`src/rtl/seq_mag_cmp_pkg.sv`:
```
// Shared definitions for the sequential magnitude comparator: FSM state
// encoding and the WIDTH/CHUNK legality check used at elaboration time.
package seq_mag_cmp_pkg;

    typedef enum logic [1:0] {
        ST_IDLE = 2'd0,
        ST_CMP  = 2'd1,
        ST_DONE = 2'd2
    } state_t;

    // True when the operand width splits into whole chunks of a legal size.
    function automatic bit chunk_cfg_ok(input int width, input int chunk);
        return (chunk >= 1) && (chunk <= width) && ((width % chunk) == 0);
    endfunction

endpackage

```
`src/rtl/seq_mag_cmp_chunk.sv`:
```
// Combinational CHUNK-bit unsigned magnitude comparator (XNOR-prefix form).
module mag_cmp_chunk #(
    parameter int CHUNK = 4
) (
    input  logic [CHUNK-1:0] x,
    input  logic [CHUNK-1:0] y,
    output logic             gt,
    output logic             lt,
    output logic             eq
);

    logic [CHUNK-1:0] w_e;
    logic             w_hi_eq;

    assign w_e = x ~^ y;
    assign eq  = &w_e;

    // Walk MSB->LSB: a bit decides the result only if every higher bit matched.
    always_comb begin
        gt      = 1'b0;
        lt      = 1'b0;
        w_hi_eq = 1'b1;
        for (int i = CHUNK - 1; i >= 0; i--) begin
            gt      = gt | (w_hi_eq & x[i] & ~y[i]);
            lt      = lt | (w_hi_eq & ~x[i] & y[i]);
            w_hi_eq = w_hi_eq & w_e[i];
        end
    end

endmodule

```
`src/rtl/seq_mag_cmp.sv`:
```
// Multi-cycle magnitude comparator: scans latched operands MSB-first one
// chunk per cycle and stops at the first differing chunk. Signed compares
// are turned into unsigned ones by flipping both sign bits on accept.
module seq_mag_cmp
    import seq_mag_cmp_pkg::*;
#(
    parameter int WIDTH = 32,
    parameter int CHUNK = 4,
    localparam int NCHUNK = WIDTH / CHUNK,
    localparam int CW = $clog2(NCHUNK + 1)
) (
    input  logic             clk,
    input  logic             rst_n,
    input  logic             start_valid,
    output logic             start_ready,
    input  logic [WIDTH-1:0] a,
    input  logic [WIDTH-1:0] b,
    input  logic             signed_mode,
    output logic             res_valid,
    input  logic             res_ready,
    output logic             agtb,
    output logic             altb,
    output logic             aeqb,
    output logic [CW-1:0]    cycles
);

    localparam int IW = (NCHUNK > 1) ? $clog2(NCHUNK) : 1;
    localparam logic [WIDTH-1:0] MSB_MASK = WIDTH'(1) << (WIDTH - 1);

    generate
        if (!chunk_cfg_ok(WIDTH, CHUNK)) begin : g_bad_cfg
            $error("seq_mag_cmp: WIDTH must be a positive multiple of CHUNK");
        end
    endgenerate

    state_t           r_state;
    state_t           w_state_nxt;
    logic [WIDTH-1:0] r_a;
    logic [WIDTH-1:0] r_b;
    logic [IW-1:0]    r_idx;
    logic [CW-1:0]    r_cycles;
    logic             r_agtb;
    logic             r_altb;
    logic             r_aeqb;

    logic [CHUNK-1:0] w_xs;
    logic [CHUNK-1:0] w_ys;
    logic             w_gt;
    logic             w_lt;
    logic             w_eq;
    logic             w_accept;
    logic             w_last;

    assign w_xs     = r_a[r_idx*CHUNK +: CHUNK];
    assign w_ys     = r_b[r_idx*CHUNK +: CHUNK];
    assign w_accept = start_valid && (r_state == ST_IDLE);
    assign w_last   = (r_idx == '0);

    mag_cmp_chunk #(.CHUNK(CHUNK)) u_chunk (
        .x  (w_xs),
        .y  (w_ys),
        .gt (w_gt),
        .lt (w_lt),
        .eq (w_eq)
    );

    // State register.
    always_ff @(posedge clk or negedge rst_n) begin
        if (!rst_n) r_state <= ST_IDLE;
        else        r_state <= w_state_nxt;
    end

    // Next-state logic: stop scanning at the first mismatch or after chunk 0.
    always_comb begin
        w_state_nxt = r_state;
        case (r_state)
            ST_IDLE: if (start_valid)        w_state_nxt = ST_CMP;
            ST_CMP:  if (!w_eq || w_last)    w_state_nxt = ST_DONE;
            ST_DONE: if (res_ready)          w_state_nxt = ST_IDLE;
            default:                         w_state_nxt = ST_IDLE;
        endcase
    end

    // Operand latch, chunk walk and result capture.
    always_ff @(posedge clk or negedge rst_n) begin
        if (!rst_n) begin
            r_a      <= '0;
            r_b      <= '0;
            r_idx    <= '0;
            r_cycles <= '0;
            r_agtb   <= 1'b0;
            r_altb   <= 1'b0;
            r_aeqb   <= 1'b0;
        end else if (w_accept) begin
            r_a      <= a ^ (signed_mode ? MSB_MASK : '0);
            r_b      <= b ^ (signed_mode ? MSB_MASK : '0);
            r_idx    <= IW'(NCHUNK - 1);
            r_cycles <= '0;
        end else if (r_state == ST_CMP) begin
            r_cycles <= r_cycles + CW'(1);
            if (!w_eq) begin
                r_agtb <= w_gt;
                r_altb <= w_lt;
                r_aeqb <= 1'b0;
            end else if (w_last) begin
                r_agtb <= 1'b0;
                r_altb <= 1'b0;
                r_aeqb <= 1'b1;
            end else begin
                r_idx  <= r_idx - IW'(1);
            end
        end
    end

    assign start_ready = (r_state == ST_IDLE);
    assign res_valid   = (r_state == ST_DONE);
    assign agtb        = r_agtb;
    assign altb        = r_altb;
    assign aeqb        = r_aeqb;
    assign cycles      = r_cycles;

endmodule

```
`config.mk`:
```
export PLATFORM = sky130hd
export DESIGN_NAME = seq_mag_cmp
export DESIGN_NICKNAME = d
export VERILOG_FILES = /design/src/rtl/seq_mag_cmp_pkg.sv /design/src/rtl/seq_mag_cmp_chunk.sv /design/src/rtl/seq_mag_cmp.sv
export SDC_FILE = /design/constraint.sdc
export NUM_CORES = 1
export LEC_CHECK = 0
export CORE_ASPECT_RATIO = 1.1
export CORE_MARGIN = 5
export CORE_UTILIZATION = 55
export CTS_CLUSTER_DIAMETER = 30
export DETAILED_ROUTE_END_ITERATION = 7
export GPL_TIMING_DRIVEN = 0
export PLACE_DENSITY = 0.91
export RECOVER_POWER = 25
export SKIP_LAST_GASP = 1
export SLEW_MARGIN = 25
export SYNTH_ARGS = -nofsm -noshare
export SYNTH_HDL_FRONTEND = slang
export SYNTH_HIERARCHICAL = 1
export SYNTH_SLANG_ARGS = --single-unit
```
`constraint.sdc`:
```
create_clock -name clk -period 5.6 [get_ports clk]
set_input_delay 1.4 -clock clk [delete_from_list [all_inputs] [get_ports clk]]
set_output_delay 1.4 -clock clk [all_outputs]
set_load 0.02 [all_outputs]
```
# Yosys cells after proc, flatten, opt, wreduce, memory -nomap -nowiden

Index checks and enable logic that the tools add are counted.

Add/subtract/negate cells: 2
Eq/ne operators: 7
Shift operators: 2
Multiplexer cells: 16
Bitwise operators: 34
Reduce and logical (&&, ||, !) cells: 11

Operators with widths:

| cell                                                                | count |
|---|---|
| 32-bit by 6-bit variable part select with 4-bit output              | 2 |
| 32-bit XOR                                                          | 2 |
| 32-bit two-way mux                                                  | 1 |
| 1-bit AND                                                           | 16 |
| 3-bit two-way mux                                                   | 4 |
| 1-bit inverter                                                      | 9 |
| 3-bit AND reduction                                                 | 3 |
| 4-bit two-way mux                                                   | 2 |
| 2-bit two-way mux                                                   | 3 |
| 2-bit != test (second input constant)                               | 3 |
| 1-bit bitwise OR                                                    | 6 |
| 2-bit case mux with 3 select lines                                  | 1 |
| 1-bit two-way mux                                                   | 5 |
| 4-bit by 1-bit adder with 4-bit output (second input constant)      | 1 |
| 2-bit by 1-bit != test with 1-bit output (second input constant)    | 2 |
| 4-bit AND reduction                                                 | 1 |
| 2-bit nonzero test                                                  | 2 |
| 4-bit XNOR                                                          | 1 |
| 3-bit zero test                                                     | 1 |
| 3-bit by 1-bit subtractor with 3-bit output (second input constant) | 1 |
| 2-bit by 1-bit == test with 1-bit output (second input constant)    | 1 |
| 2-bit == test (second input constant)                               | 1 |
| 2-bit zero test                                                     | 1 |
| 1-bit logical AND                                                   | 1 |
| other kinds (2)                                                     | 2 |

Bits in registers: 76
Bits of input ports: 69
Output and inout bits: 9
Logic and storage cells: 80

# Longest topological paths before layout

Word-level depth: 8
Depth in mapped cells: 11
Depth with buffers taken out: 9

# Cells and area by module

The synthesis kept the hierarchy.

By module, submodules not included:

| module        | times used | cells each | area an instance (um^2) | seq. area each (um^2) |
|---|---|---|---|---|
| seq_mag_cmp   | 1          | 370        | 3478.3                  | 1901.8 |
| mag_cmp_chunk | 1          | 24         | 165.2                   | 0.0 |

# Worst setup path before layout

Ideal clock, no wire load.

Path type: flip-flop to flip-flop
Start point: reg r_idx[0]
End point: reg r_idx[0]
Setup time: 0.124 ns
Arrival: 2.521 ns
Data required time: 5.476 ns
Path slack: 2.955 ns
Cell stages (with the launch flop): 11
Buffers on the path: 2
Period minus slack after synthesis: 2.645 ns
Cells stage by stage: dfrtp_1 -> buf_6 -> buf_8 -> mux4_2 -> nand2_1 -> nand2_1 -> nor2b_1 -> or2_0 -> nor4_1 -> nand3_1 -> mux2i_1

Longest elaborated chain between the ends: 5
Elaborated cells on any way between the ends: 13
Classes of those cells: add/sub (1); eq/ne (1); shift (2); mux (4); bitwise (1); reduce/logical (4)

Ends and longest elaborated chain:

| element                                                | line                    | text |
|---|---|---|
| start, declared                                        | seq_mag_cmp.sv:40       | `logic [IW-1:0] r_idx;` |
| start signal, assigned                                 | seq_mag_cmp.sv:97       | `r_idx <= IW'(NCHUNK - 1);` |
| start signal, assigned                                 | seq_mag_cmp.sv:110      | `r_idx <= r_idx - IW'(1);` |
| 32-bit by 6-bit variable part select with 4-bit output | seq_mag_cmp.sv:54       | `assign w_xs = r_a[r_idx*CHUNK +: CHUNK];` |
| net w_xs[0]                                            | seq_mag_cmp.sv:46       | `logic [CHUNK-1:0] w_xs;` |
| 4-bit XNOR                                             | seq_mag_cmp_chunk.sv:15 | `assign w_e = x ~^ y;` |
| 4-bit AND reduction                                    | seq_mag_cmp_chunk.sv:16 | `assign eq = &w_e;` |
| net w_eq                                               | seq_mag_cmp.sv:50       | `logic w_eq;` |
| 2-bit nonzero test (no line)                           | --                      |  |
| 3-bit AND reduction (no line)                          | --                      |  |

The timed path passes the listed nets, and every way through them passes these cells. The select of a mux whose other input is x is not followed.
A chain may end at the register's enable or synchronous reset.

# Worst setup path after layout

Start point: reg r_idx[2]
End point: reg r_idx[1]

Same word-level chain as after synthesis.

==> flow_metrics.py <==
metrics = {
    "run_status": {
        "outcome": "finished with violations",
        "violations": "max-capacitance violations, max-slew violations",
    },
    "power_and_ir_drop": {
        "pwr-share-clk_pct": 18.4,
        "p_int_mw": 1.56,
        "p_sw_share_pct": 37.9,
        "power_density_nw_per_um2": 528,
        "p_seq_share_pct": 38.0,
        "p_leak_nw": 2.39,
        "ir_worst_vdd_uv": 290,
        "netSwitchingPower_mw": 0.951,
        "p_comb_share_pct": 43.6,
    },
    "logic_synthesis": {
        "synth_flop_cell": "dfrtp_1",
        "ys_types": 39,
        "ys_ff_latch": 76,
        "postSynthAreaPerCell_um2": 9.25,
        "ys_async_sr_fraction_pct": 100,
        "synth_top_area_cell": "dfrtp_1",
        "synth-edff-count": 0,
        "seq_area_frac_synth_pct": 52.2,
        "synth_area_um2": 3640,
        "synth_cells": 394,
        "synth.yosys.warnings": 6,
        "synth_fp_nets": 468,
        "ys_top_cells_by_area": "dfrtp_1 (52%), nand2_1 (23%), mux4_2 (9.9%)",
        "synth_top_cell_area_share_pct": 52.2,
    },
    "clocking": {
        "cts_tree": "yes",
        "cts.sinks": 76,
        "cts_buffers": 9,
        "htreeDepth": 3,
        "cts.repair.resized": 0,
        "hold_buffers": 0,
        "clock_path_buffers": 2,
        "clk_latency_ps": 350,
        "clkTransAtPathRegs_ps": 70,
        "cts_setup_buffers": 0,
        "cts-root-buf": "clkbuf_8",
    },
    "global_routing": {
        "grt_pass1_vias": 3292,
        "grt_max_degree": 48,
        "grt_usage_pct": 23.8,
        "grt_antenna_before_repair": 0,
        "grt_pass1_wl_mm": 15.1,
        "grt_overflow": 0,
    },
    "worst_setup_path": {
        "cp.arrival_ps": 3410,
        "cp_max_fo": 10,
        "worst-r2r-setup-slack_ps": 2410,
        "worst_r2r_endpoint": "r_idx[1]$_DFFE_PN0P_",
        "reg2reg_depth": 10,
        "cp.required_ps": 5830,
        "r2r-start": "r_idx[2]$_DFFE_PN0P_",
        "crit_type": "reg -> reg",
        "endpoint_kind": "register",
        "start_kind": "register",
    },
    "timing": {
        "setup_viol": 0,
        "totalNegativeSetupSlack_ps": 0,
        "worst_slew_pin_slew_ps": 1710,
        "setup_slack_ps": 2410,
        "rsz0062_at_grt": "false",
        "timing.final.hold_violations": 0,
        "layout_min_cycle_time_ps": 3190,
        "period_share_pct": 56.9,
        "relSlewSlack_pct": -14.2,
        "slew_violations": 30,
        "clock_skew_ps": 11.0,
        "fmax_mhz": 314,
    },
    "layout": {
        "final_common_cell": "nand2_1",
        "drive_gt1_share_pct": 10.7,
        "design_area_um2": 4760,
        "final_net_count": 557,
        "antennaDiodeCount": 0,
        "area_growth_pct": 30.5,
        "final_cell_mix": "nand2_1 (219), dfrtp_1 (76), clkdlybuf4s50_1 (76), buf_2 (16), mux4_2 (16)",
    },
    "die": {
        "die_w_um": 87.6,
        "core.rowCount": 31,
        "coreArea_um2": 6520,
        "die_h_um": 95.4,
        "dieArea_um2": 8350,
        "start_util_pct": 55.9,
        "ios": 78,
    },
    "routing": {
        "wl_per_cell_um": 16.4,
        "wl_mm": 9.35,
        "vias": 3148,
        "via_per_inst": 5.52,
        "drt_first_pass_iters": 4,
        "drt-initial-drc-count": 275,
        "drt.antenna.violating_nets": 0,
        "drc": 0,
    },
    "hold_path": {
        "hold_class": "reg -> reg",
        "min_from": "r_a[2]$_DFFE_PN0P_",
        "hold_path_end": "r_a[2]$_DFFE_PN0P_",
        "whs_path_depth": 2,
    },
    "place": {
        "dp_hpwl_mm": 6.75,
        "post-place-ws_ps": 2510,
        "portBuffers": 77,
        "gp_congestion": 0.813,
        "placed_cell_area_um2": 4540,
    },
    "flow_run": {
        "cap_viol_max_count": 1,
    },
}
==> flip-flops by register name, summed over array words and instances, names as in the netlist <==
| name | flops |
|---|---|
| r_state | 2 |
| agtb | 1 |
| r_b | 32 |
| r_a | 32 |
| altb | 1 |
| r_idx | 3 |
| cycles | 4 |
| aeqb | 1 |
==> power groups by stage <==
stage | sequential [mW] | clock (mW) | combinational (mW)
2_1_floorplan | 0.914 | 0 | 0.765
3_3_place_gp | 0.927 | 0 | 1.00
3_5_place_dp | 0.952 | 0 | 1.07
4_1_cts | 0.948 | 0.465 | 1.08
5_1_grt | 0.975 | 0.486 | 1.20
6_report | 0.953 | 0.462 | 1.09
==> through the flow <==
step                      std cells  total power [mW]  hold WS (ps)  utilization, %
after floorplan                 394              1.68           440               -
after global placement          553              1.93           452            69.3
after detailed placement        554              2.02           462            69.7
after CTS                       570              2.49           483            73.0
after global routing            570              2.66           501            73.0
final                           570              2.51           478            73.0
==> layout make-up <==
| type | instances | area, um^2 |
|---|---|---|
| Fill cell | 461 | 1760 |
| Inverter | 5 | 18.8 |
| Sequential cell | 76 | 1900 |
| Clock buffer | 12 | 145 |
| Multi-Input combinational cell | 293 | 1600 |
| Clock inverter | 4 | 72.6 |
| Timing Repair Buffer | 78 | 792 |
| Tap cell | 82 | 103 |
| Buffer | 20 | 121 |
==> worst max-delay path, cell delays in order, from the launching register on <==
cell and delay [ps]:
dfrtp_1 350, buf_2 270, buf_2 310, mux4_2 350, nand2_1 80, nand2_1 60
ha_1 340, nand2_1 80, nor4_1 770, nand2_1 110, a311oi_1 350
==> logic make-up after synthesis <==
group	share of synthesized area [%]
simple gates	27.7
buf+inv	3.85
fa+ha+maj	1.72
flops	52.2
compound gates	3.09
xor+xnor	0.721
mux	10.7
==> Yosys cell counts (all sizes together) (2+ instances only) <==
cell type,number
a22o,2
buf,19
nand4,2
nor2b,5
inv,4
xnor2,3
ha,5
and2b,2
a21oi,2
nand2b,3
nand2,219
dfrtp,76
o21ai,5
mux2i,3
nor2,6
nand3,4
mux4,16
==> per-layer routing <==
metal / global-route usage (%) / wire length, um
met5: 0 / 0
met1: 28.4 / 3470
met2: 42.4 / 5110
met3: 3.11 / 575
met4: 10.9 / 193
==> worst max path at each step <==
| stage | from | to | slack [ps] | depth (start not counted) |
|---|---|---|---|---|
| 2_1_floorplan | r_idx[0]$_DFFE_PN0P_ | r_idx[0]$_DFFE_PN0P_ | 2950 | 10 |
| 3_3_place_gp | rst_n | r_a[2]$_DFFE_PN0P_ | 680 | 1 |
| 3_5_place_dp | r_idx[0]$_DFFE_PN0P_ | r_idx[1]$_DFFE_PN0P_ | 2510 | 10 |
| 4_1_cts | r_idx[2]$_DFFE_PN0P_ | r_idx[1]$_DFFE_PN0P_ | 2530 | 10 |
| 5_1_grt | r_idx[2]$_DFFE_PN0P_ | r_idx[1]$_DFFE_PN0P_ | 2250 | 10 |
| 6_report | r_idx[2]$_DFFE_PN0P_ | r_idx[1]$_DFFE_PN0P_ | 2410 | 10 |
Note: power is estimated with default switching activity, not from simulation.
